$ cat config.mk
export PLATFORM = sky130hd
export DESIGN_NAME = udar_host
export DESIGN_NICKNAME = d
export VERILOG_FILES = /design/src/rtl/udar_pkg.sv /design/src/rtl/udar_host_tx_byte_hs.sv /design/src/rtl/udar_host.sv
export SDC_FILE = /design/constraint.sdc
export NUM_CORES = 1
export LEC_CHECK = 0
export CAP_MARGIN = 25
export CORE_MARGIN = 4
export CORE_UTILIZATION = 56
export DETAILED_ROUTE_END_ITERATION = 7
export GPL_TIMING_DRIVEN = 0
export PLACE_DENSITY_LB_ADDON = 0.12
export SYNTH_ARGS = -nofsm -noshare
export SYNTH_HDL_FRONTEND = slang
export SYNTH_HIERARCHICAL = 1
export SYNTH_SLANG_ARGS = --single-unit
$ cat constraint.sdc
create_clock -name clk -period 2.85 [get_ports clk]
set_clock_uncertainty 0.15 [all_clocks]
set_input_delay 0.57 -clock clk [delete_from_list [all_inputs] [get_ports clk]]
set_output_delay 0.57 -clock clk [all_outputs]
set_load 0.02 [all_outputs]
$ cat src/rtl/udar_pkg.sv
// udar_pkg: UDAR frame codes, command op codes, result codes and FSM state encoding
package udar_pkg;
  localparam logic [7:0] F_INIT      = 8'h00;
  localparam logic [7:0] F_INIT_ACK  = 8'hAA;
  localparam logic [7:0] F_SERVO     = 8'h03;
  localparam logic [7:0] F_SERVO_ACK = 8'hAB;
  localparam logic [7:0] F_TRIG      = 8'h0C;
  localparam logic [7:0] F_TRIG_ACK  = 8'hAE;
  localparam logic [1:0] OP_INIT         = 2'd0;
  localparam logic [1:0] OP_MOVE         = 2'd1;
  localparam logic [1:0] OP_MEASURE      = 2'd2;
  localparam logic [1:0] OP_MOVE_MEASURE = 2'd3;
  localparam logic [1:0] ERR_OK      = 2'd0;
  localparam logic [1:0] ERR_TIMEOUT = 2'd1;
  localparam logic [1:0] ERR_BADACK  = 2'd2;
  localparam logic [2:0] ST_IDLE       = 3'd0;
  localparam logic [2:0] ST_TX_REQ     = 3'd1;
  localparam logic [2:0] ST_TX_WAIT_HI = 3'd2;
  localparam logic [2:0] ST_TX_WAIT_LO = 3'd3;
  localparam logic [2:0] ST_RX_ACK     = 3'd4;
  localparam logic [2:0] ST_RX_HI      = 3'd5;
  localparam logic [2:0] ST_RX_LO      = 3'd6;
  localparam logic [2:0] ST_DONE       = 3'd7;
  function automatic logic [7:0] ack_of(input logic [1:0] op);
    return op == OP_INIT ? F_INIT_ACK : op == OP_MEASURE ? F_TRIG_ACK : F_SERVO_ACK;
  endfunction
  function automatic logic [1:0] first_op(input logic [1:0] op);
    return op == OP_MOVE_MEASURE ? OP_MOVE : op;
  endfunction
endpackage

$ cat src/rtl/udar_host_tx_byte_hs.sv
// tx_byte_hs: one-byte UART transmit handshake (request, busy rise, busy fall) with wait timeout
module tx_byte_hs
  import udar_pkg::*;
#(
  parameter int RESP_TIMEOUT = 5000000,
  parameter int TO_LEN       = 24
) (
  input  logic       clk,
  input  logic       rst_i,
  input  logic       i_go,
  input  logic [7:0] i_byte,
  input  logic       i_tx_busy,
  output logic [7:0] o_tx_byte,
  output logic       o_tx_send,
  output logic       o_done,
  output logic       o_timeout
);
  localparam logic [TO_LEN-1:0] TO_LIM = TO_LEN'(RESP_TIMEOUT - 1);
  logic [2:0]        r_ph;
  logic [TO_LEN-1:0] r_cnt;
  logic [7:0]        r_byte;
  logic              r_send;
  logic              w_wait, w_met, w_send;
  assign w_wait    = r_ph == ST_TX_WAIT_HI || r_ph == ST_TX_WAIT_LO;
  assign w_met     = r_ph == ST_TX_WAIT_HI ? i_tx_busy : !i_tx_busy;
  assign w_send    = r_ph == ST_TX_REQ && i_go && !i_tx_busy;
  assign o_done    = r_ph == ST_TX_WAIT_LO && !i_tx_busy;
  assign o_timeout = w_wait && !w_met && r_cnt == TO_LIM;
  assign o_tx_byte = r_byte;
  assign o_tx_send = r_send;
  // a satisfied wait condition in the expiry cycle takes priority over the timeout
  always_ff @(posedge clk or posedge rst_i)
    if (rst_i) begin
      r_ph   <= ST_TX_REQ;
      r_cnt  <= '0;
      r_byte <= '0;
      r_send <= 1'b0;
    end else begin
      r_send <= w_send;
      if (w_send) r_byte <= i_byte;
      r_cnt <= w_wait && !w_met ? r_cnt + 1'b1 : '0;
      r_ph  <= w_send ? ST_TX_WAIT_HI :
               o_done || o_timeout ? ST_TX_REQ :
               w_wait && w_met ? ST_TX_WAIT_LO : r_ph;
    end
endmodule

$ cat src/rtl/udar_host.sv
// udar_host: UDAR protocol host initiator, frames commands and parses ack/distance replies
// Define UDAR_HOST_RETRY_EN to re-run a failed command up to MAX_RETRY more times.
module udar_host
  import udar_pkg::*;
#(
  parameter int RESP_TIMEOUT = 5000000,
  parameter int TO_LEN       = 24,
  parameter int POS_LEN      = 8,
  parameter int DIST_LEN     = 16,
  parameter int MAX_RETRY    = 3
) (
  input  logic                clk,
  input  logic                rst_i,
  input  logic                cmd_valid,
  output logic                cmd_ready,
  input  logic [1:0]          cmd_op,
  input  logic [POS_LEN-1:0]  cmd_x,
  input  logic [POS_LEN-1:0]  cmd_y,
  output logic [7:0]          tx_byte,
  output logic                tx_send,
  input  logic                tx_busy,
  input  logic [7:0]          rx_byte,
  input  logic                rx_valid,
  output logic                res_valid,
  output logic [1:0]          res_err,
  output logic [DIST_LEN-1:0] res_dist,
  output logic                busy
);
  localparam logic [TO_LEN-1:0] TO_LIM = TO_LEN'(RESP_TIMEOUT - 1);
  if (RESP_TIMEOUT < 2 || RESP_TIMEOUT > 2 ** TO_LEN || MAX_RETRY < 0) begin : g_bad_cfg
    $error("udar_host: RESP_TIMEOUT must fit TO_LEN and MAX_RETRY must be non-negative");
  end
  logic [2:0]          r_st;
  logic [1:0]          r_op, r_cur, r_err, r_idx;
  logic [POS_LEN-1:0]  r_x, r_y;
  logic [7:0]          r_hi;
  logic [DIST_LEN-1:0] r_dist;
  logic [TO_LEN-1:0]   r_cnt;
  logic                w_rx_st, w_last, w_go, w_tx_done, w_tx_to, w_fail;
  logic [7:0]          w_byte;
  logic [1:0]          w_ferr;
`ifdef UDAR_HOST_RETRY_EN
  localparam int RW = MAX_RETRY > 1 ? $clog2(MAX_RETRY + 1) : 1;
  localparam logic [RW-1:0] RETRY_LIM = RW'(MAX_RETRY);
  logic [RW-1:0] r_retry;
`endif
  assign cmd_ready = r_st == ST_IDLE;
  assign busy      = !cmd_ready;
  assign res_valid = r_st == ST_DONE;
  assign res_err   = r_err;
  assign res_dist  = r_dist;
  assign w_go      = r_st == ST_TX_REQ;
  assign w_rx_st   = r_st inside {ST_RX_ACK, ST_RX_HI, ST_RX_LO};
  // r_cur is the sub-command on the wire: MOVE_MEASURE runs as MOVE then MEASURE
  assign w_byte = r_cur == OP_INIT ? F_INIT : r_cur == OP_MEASURE ? F_TRIG :
                  r_idx == 2'd0 ? F_SERVO : r_idx == 2'd1 ? 8'(r_x) : 8'(r_y);
  assign w_last = r_cur != OP_MOVE || r_idx == 2'd2;
  assign w_fail = (w_go && w_tx_to) ||
                  (w_rx_st && !rx_valid && r_cnt == TO_LIM) ||
                  (r_st == ST_RX_ACK && rx_valid && rx_byte != ack_of(r_cur));
  assign w_ferr = r_st == ST_RX_ACK && rx_valid ? ERR_BADACK : ERR_TIMEOUT;
  tx_byte_hs #(
    .RESP_TIMEOUT(RESP_TIMEOUT),
    .TO_LEN      (TO_LEN)
  ) u_tx (
    .clk      (clk),
    .rst_i    (rst_i),
    .i_go     (w_go),
    .i_byte   (w_byte),
    .i_tx_busy(tx_busy),
    .o_tx_byte(tx_byte),
    .o_tx_send(tx_send),
    .o_done   (w_tx_done),
    .o_timeout(w_tx_to)
  );
  always_ff @(posedge clk or posedge rst_i)
    if (rst_i) begin
      r_st   <= ST_IDLE;
      r_op   <= '0;
      r_cur  <= '0;
      r_x    <= '0;
      r_y    <= '0;
      r_idx  <= '0;
      r_hi   <= '0;
      r_dist <= '0;
      r_cnt  <= '0;
      r_err  <= '0;
`ifdef UDAR_HOST_RETRY_EN
      r_retry <= '0;
`endif
    end else begin
      r_cnt <= w_rx_st && !rx_valid ? r_cnt + 1'b1 : '0;
      if (w_fail) begin
`ifdef UDAR_HOST_RETRY_EN
        if (r_retry != RETRY_LIM) begin
          r_retry <= r_retry + 1'b1;
          r_cur   <= first_op(r_op);
          r_idx   <= '0;
          r_st    <= ST_TX_REQ;
        end else begin
          r_err <= w_ferr;
          r_st  <= ST_DONE;
        end
`else
        r_err <= w_ferr;
        r_st  <= ST_DONE;
`endif
      end else begin
        case (r_st)
          ST_IDLE: if (cmd_valid) begin
            r_op  <= cmd_op;
            r_cur <= first_op(cmd_op);
            r_x   <= cmd_x;
            r_y   <= cmd_y;
            r_idx <= '0;
            r_err <= ERR_OK;
`ifdef UDAR_HOST_RETRY_EN
            r_retry <= '0;
`endif
            r_st  <= ST_TX_REQ;
          end
          ST_TX_REQ: if (w_tx_done) begin
            r_idx <= w_last ? '0 : r_idx + 1'b1;
            r_st  <= w_last ? ST_RX_ACK : ST_TX_REQ;
          end
          ST_RX_ACK: if (rx_valid) begin
            if (r_cur == OP_MEASURE) r_st <= ST_RX_HI;
            else if (r_op == OP_MOVE_MEASURE) begin
              r_cur <= OP_MEASURE;
              r_st  <= ST_TX_REQ;
            end else r_st <= ST_DONE;
          end
          ST_RX_HI: if (rx_valid) begin
            r_hi <= rx_byte;
            r_st <= ST_RX_LO;
          end
          ST_RX_LO: if (rx_valid) begin
            r_dist <= DIST_LEN'({r_hi, rx_byte});
            r_st   <= ST_DONE;
          end
          default: r_st <= ST_IDLE;
        endcase
      end
    end
endmodule

* Word-level counts from Yosys, hierarchy flattened *
Index checks and enable logic that the tools add are counted.

storage, ports and cells
  register bits after elaboration = 111
  bits of input ports = 31
  output and inout bits = 30
  logic and storage cells = 116

operators by class
  $add $sub $neg = 3
  equal/unequal tests = 27
  mux-type cells = 35
  bitwise operators = 1
  reductions and logical operators = 36

operators with widths
  cell                     number
  $add A24 B1 Y24 const B  2
  $eq A24 B23 Y1 const B   2
  $mux W24                 2
  $mux W3                  14
  $mux W8                  4
  $mux W2                  11
  $pmux W3 S5              1
  $eq A3 B3 Y1 const B     4
  $ne A3 B3 Y1 const B     4
  $logic_and A1 B1 Y1      11
  $reduce_and A3 Y1        3
  $eq A2 B2 Y1 const B     4
  $ne A2 B2 Y1 const B     4
  $ne A8 B8 Y1             1
  $pmux W2 S2              2
  $reduce_bool A2 Y1       4
  $eq A3 B1 Y1 const B     2
  $eq A3 B2 Y1 const B     2
  $reduce_and A6 Y1        1
  $reduce_bool A3 Y1       2
  $logic_or A1 B1 Y1       5
  $reduce_and A5 Y1        1
  $logic_not A1 Y1         4
  $logic_not A2 Y1         2
  other kinds (9)          10

* Logic depth before layout (Yosys ltp) *
  depth in word-level cells = 10
  depth in mapped cells = 9
  depth with buffers taken out = 9

* Modules after synthesis *
The synthesis kept the hierarchy.

modules (own cells, without submodules)
  module      times used  cells an instance  area an instance (sq um)  sequential area each (sq um)
  udar_host   1           353                3,579.7                   1,876.8
  tx_byte_hs  1           160                1,657.8                   877.1

* Worst setup path after synthesis *
No wires, ideal clock.

  path type = register -> register
  start = reg r_st[0]
  end = reg u_tx.r_byte[0] (netlist: u_tx/o_tx_byte[0])
  setup time = 125 ps
  arrival time = 1,989 ps
  data required time = 2,575 ps
  slack = 586 ps
  cell stages (with the launch flop) = 6
  buffers on the path = 2
  clock period less this slack = 2,264 ps
  cells stage by stage = dfrtp_1 clkbuf_1 nor3b_1 nor3b_1 clkbuf_1 mux2_2

on the way
  cells in the longest elaborated chain, start to end = 3

RTL lines
  element                            line                        RTL
  start, declared                    udar_host.sv:33             logic [2:0] r_st;
  start signal, assigned             udar_host.sv:124            r_st <= w_last ? ST_RX_ACK : ST_TX_REQ;
  $eq A3 B1 Y1                       udar_host.sv:52             assign w_go = r_st == ST_TX_REQ;
  net w_go                           udar_host.sv:39             logic w_rx_st, w_last, w_go, w_tx_done, w_tx_to, w_fail;
  $logic_and A1 B1 Y1 (2 in series)  udar_host_tx_byte_hs.sv:26  assign w_send = r_ph == ST_TX_REQ && i_go && !i_tx_busy;
  net u_tx.w_send                    udar_host_tx_byte_hs.sv:23  logic w_wait, w_met, w_send;
  end signal, assigned               udar_host_tx_byte_hs.sv:40  if (w_send) r_byte <= i_byte;
  end, declared                      udar_host_tx_byte_hs.sv:21  logic [7:0] r_byte;

The timed path passes the listed nets, and every way through them passes these cells.
A chain may end at the register's enable or synchronous reset.

* Worst setup path in the final report *
  start = reg r_st[2]
  end = out res_valid

on the way
  cells in the longest elaborated chain, start to end = 1

RTL lines
  element        line             RTL
  $eq A3 B3 Y1   udar_host.sv:49  assign res_valid = r_st == ST_DONE;
  end, declared  udar_host.sv:24  output logic res_valid,

Every way passes these cells.

==> metrics.cfg <==
[power]
p_seq_share_pct=58.3
switching_share_pct=23.5
peakVddDrop_mv=0.277
p_comb_share_pct=5.8
leakage_nw=2.64
clkPwrFrac_pct=35.9
p_int_mw=2.12
power.switching_uw=652
pwr_density_cell_mw_per_mm2=444

[timing]
rsz0062_at_grt=false
relSlewSlack_pct=47.5
max_freq_ghz=0.373
tightest_slew_ns=0.776
fin_crit_sh_pct=94.1
period_needed_ns=2.68
final_hold_viol_count=0
setup_viol=0
final-max-slew-violation-count=0

[synth]
synth_area_leaders=dfrtp_1 (52%), mux2_2 (7.3%), nand2_1 (5.8%)
syn_area_sq_mm=0.00524
netlist.top_cell.by_area=dfrtp_1
ys_async_sr_fraction_pct=100
ys_types=48
yosys_warnings=6
synth_nets=549
syn_avg_cell_area_sq_um=10.2
synth.most_common_cell=dfrtp_1
synth-seq-cells=110
yosysSeqAreaShare_pct=52.6
synthCells=513
ys.flop_type=dfrtp_1
synth_top_area_share_pct=52.1
synth_edf_count=0
ys_top_cells_by_count=dfrtp_1 (109), nand2_1 (81), nor2_1 (37)

[clock_tree]
htreeDepth=3
clk_pin_slew_ns=0.11
cts_root_buf=clkbuf_8
numCtsBuffers=9
hold_buffers=0
worstSkewPairLatency_ns=0.37
cts_tree=yes
clk_path_buf_depth=2
cts_setup_buffers=0
post_cts_resized=0
clock_sinks=110

[global_routing]
grt_max_degree=41
grt_usage_pct=20.9
grt_overflow=0
grt_pass1_vias=3966
grt_pass1_wl_mm=18.9
antenna_found_initial=0

[min_path]
min_path_type=flop to flop

[drt]
drcViolationCount=0
vias=3943
ant_nets=0
dr.pass1.iters=4
first_iter_violations=103
routed_wl_mm=10.9
routedWlPerCell_microns=15.5
viasPerCell=5.62

[critical_path]
cp-startpoint=r_st[2]
endpoint=res_valid
ff2ff_path_depth=5
crit_type=flop to output pin
arrival_ns=1.96
worstPathRequired_ns=2.13
reg2reg_slack_ns=0.30
r2r-end=u_tx/o_tx_byte[0]
start_kind=flop
end_kind=output pin
r2r-start=r_st[0]
path_max_fanout=10

[final_layout]
final_cells=701
n_antenna_cell=0
postLayoutCellArea_sq_mm=0.00623
areaGrowthSynthToFinish_pct=19.0
drive_gt1_share_pct=11.4
nets=621
fin_util_pct=68.1

[placement]
placed_area_sq_mm=0.00602
routabilityCongestion=0.841
numPortBuffers=59
dp_cells=685
hpwl_mm=7.74

[floorplanning]
ioPinCount=61
initial_core_util_pct=57.2
design.core.area_sq_mm=0.00915
num_rows=35
dieHeight_microns=105
die-area_sq_mm=0.0110
die_x_microns=105

[run]
max-cap-violations=0

[run_status]
status=finished clean

[state kept, by name, summed over array words and instances (netlist names)]
name and cells:
u_tx/r_cnt 24, u_tx/o_tx_send 1, u_tx/o_tx_byte 8, r_hi 8, r_op 2, r_x 8, r_idx 2, u_tx/r_ph 2
r_cur 2, r_y 8, r_st 3, r_cnt 24, res_dist 16, res_err 2
[routing by layer]
metal  up-vias  share of wire (%)  GRT usage [%]
met4         0               0.60           5.06
met5         -                  0              0
met2        69                 49           34.2
met1      1910                 47           28.5
met3         6                4.0           4.94
li1       1958                  -              -
[worst max-delay path, stage by stage (launching register included)]
cell and delay, ns:
dfrtp_1 0.41, clkbuf_1 0.34, and3_1 0.24, clkdlybuf4s50_1 0.61
[power groups by stage]
stage / Clock [mW] / Sequential, mW / Combinational (mW)
2_1_floorplan: 0 / 1.64 / 0.0858
3_3_place_gp: 0 / 1.64 / 0.149
3_5_place_dp: 0 / 1.64 / 0.162
4_1_cts: 1.03 / 1.61 / 0.163
5_1_grt: 1.10 / 1.62 / 0.181
6_report: 0.994 / 1.61 / 0.159
[through the flow]
stage	power, mW	worst slack, ns	hold WS, ns	TNS (ns)
2_1_floorplan	1.73	0.220	0.290	0
3_3_place_gp	1.79	-1.04	0.306	-77.86
3_5_place_dp	1.81	-0.0342	0.312	-0.0342
4_1_cts	2.81	0.122	0.338	0
5_1_grt	2.90	0.0507	0.361	0
6_report	2.77	0.169	0.334	0
[cell type report]
cell class	count	area (sq um)
Tap cell	111	139
Fill cell	714	2920
Sequential cell	110	2750
Buffer	21	85.1
Timing Repair Buffer	61	638
Clock inverter	6	75.1
Multi-Input combinational cell	365	2340
Inverter	17	66.3
Clock buffer	10	138
[layout by cell type (no fill, tap or decap), drive strengths merged, types with 3 or more instances in the layout]
cell,n
nor2,37
and2,4
nand3,17
ha,5
o2111ai,4
xor2,8
clkbuf,28
dfrtp,109
a21oi,23
nor2b,3
nor4,6
clkdlybuf4s50,59
nor3b,4
nand2b,4
or4,14
o31ai,5
o21ai,19
nand4,16
xnor2,18
or3,16
nand2,81
nand4b,3
nor3,7
nor4bb,4
mux2i,6
inv,21
buf,5
mux2,34
nor4b,4
and3,4
[how the worst min path moves through the flow]
stage                         to  cells past startpoint    from
final                     r_y[4]                      2  r_y[4]
after global routing      r_x[1]                      2  r_x[1]
after CTS                 r_x[1]                      2  r_x[1]
after detailed placement  r_y[4]                      2  r_y[4]
after global placement    r_x[1]                      2  r_x[1]
after floorplan           r_x[0]                      2  r_x[0]
[logic make-up (layout without fill, tap and decap cells)]
group | Yosys count | in the layout | share of synthesized area [%]
AO/OA/AOI/OAI | 64 | 64 | 7.38
XOR/XNOR | 26 | 26 | 4.35
flip-flops | 110 | 110 | 52.6
multiplexers | 40 | 40 | 8.46
buffers and inverters | 38 | 115 | 2.82
adder cells (fa/ha/maj) | 5 | 5 | 1.19
AND/OR/NAND/NOR | 230 | 230 | 23.2
Power figures use the tool's default switching activity.
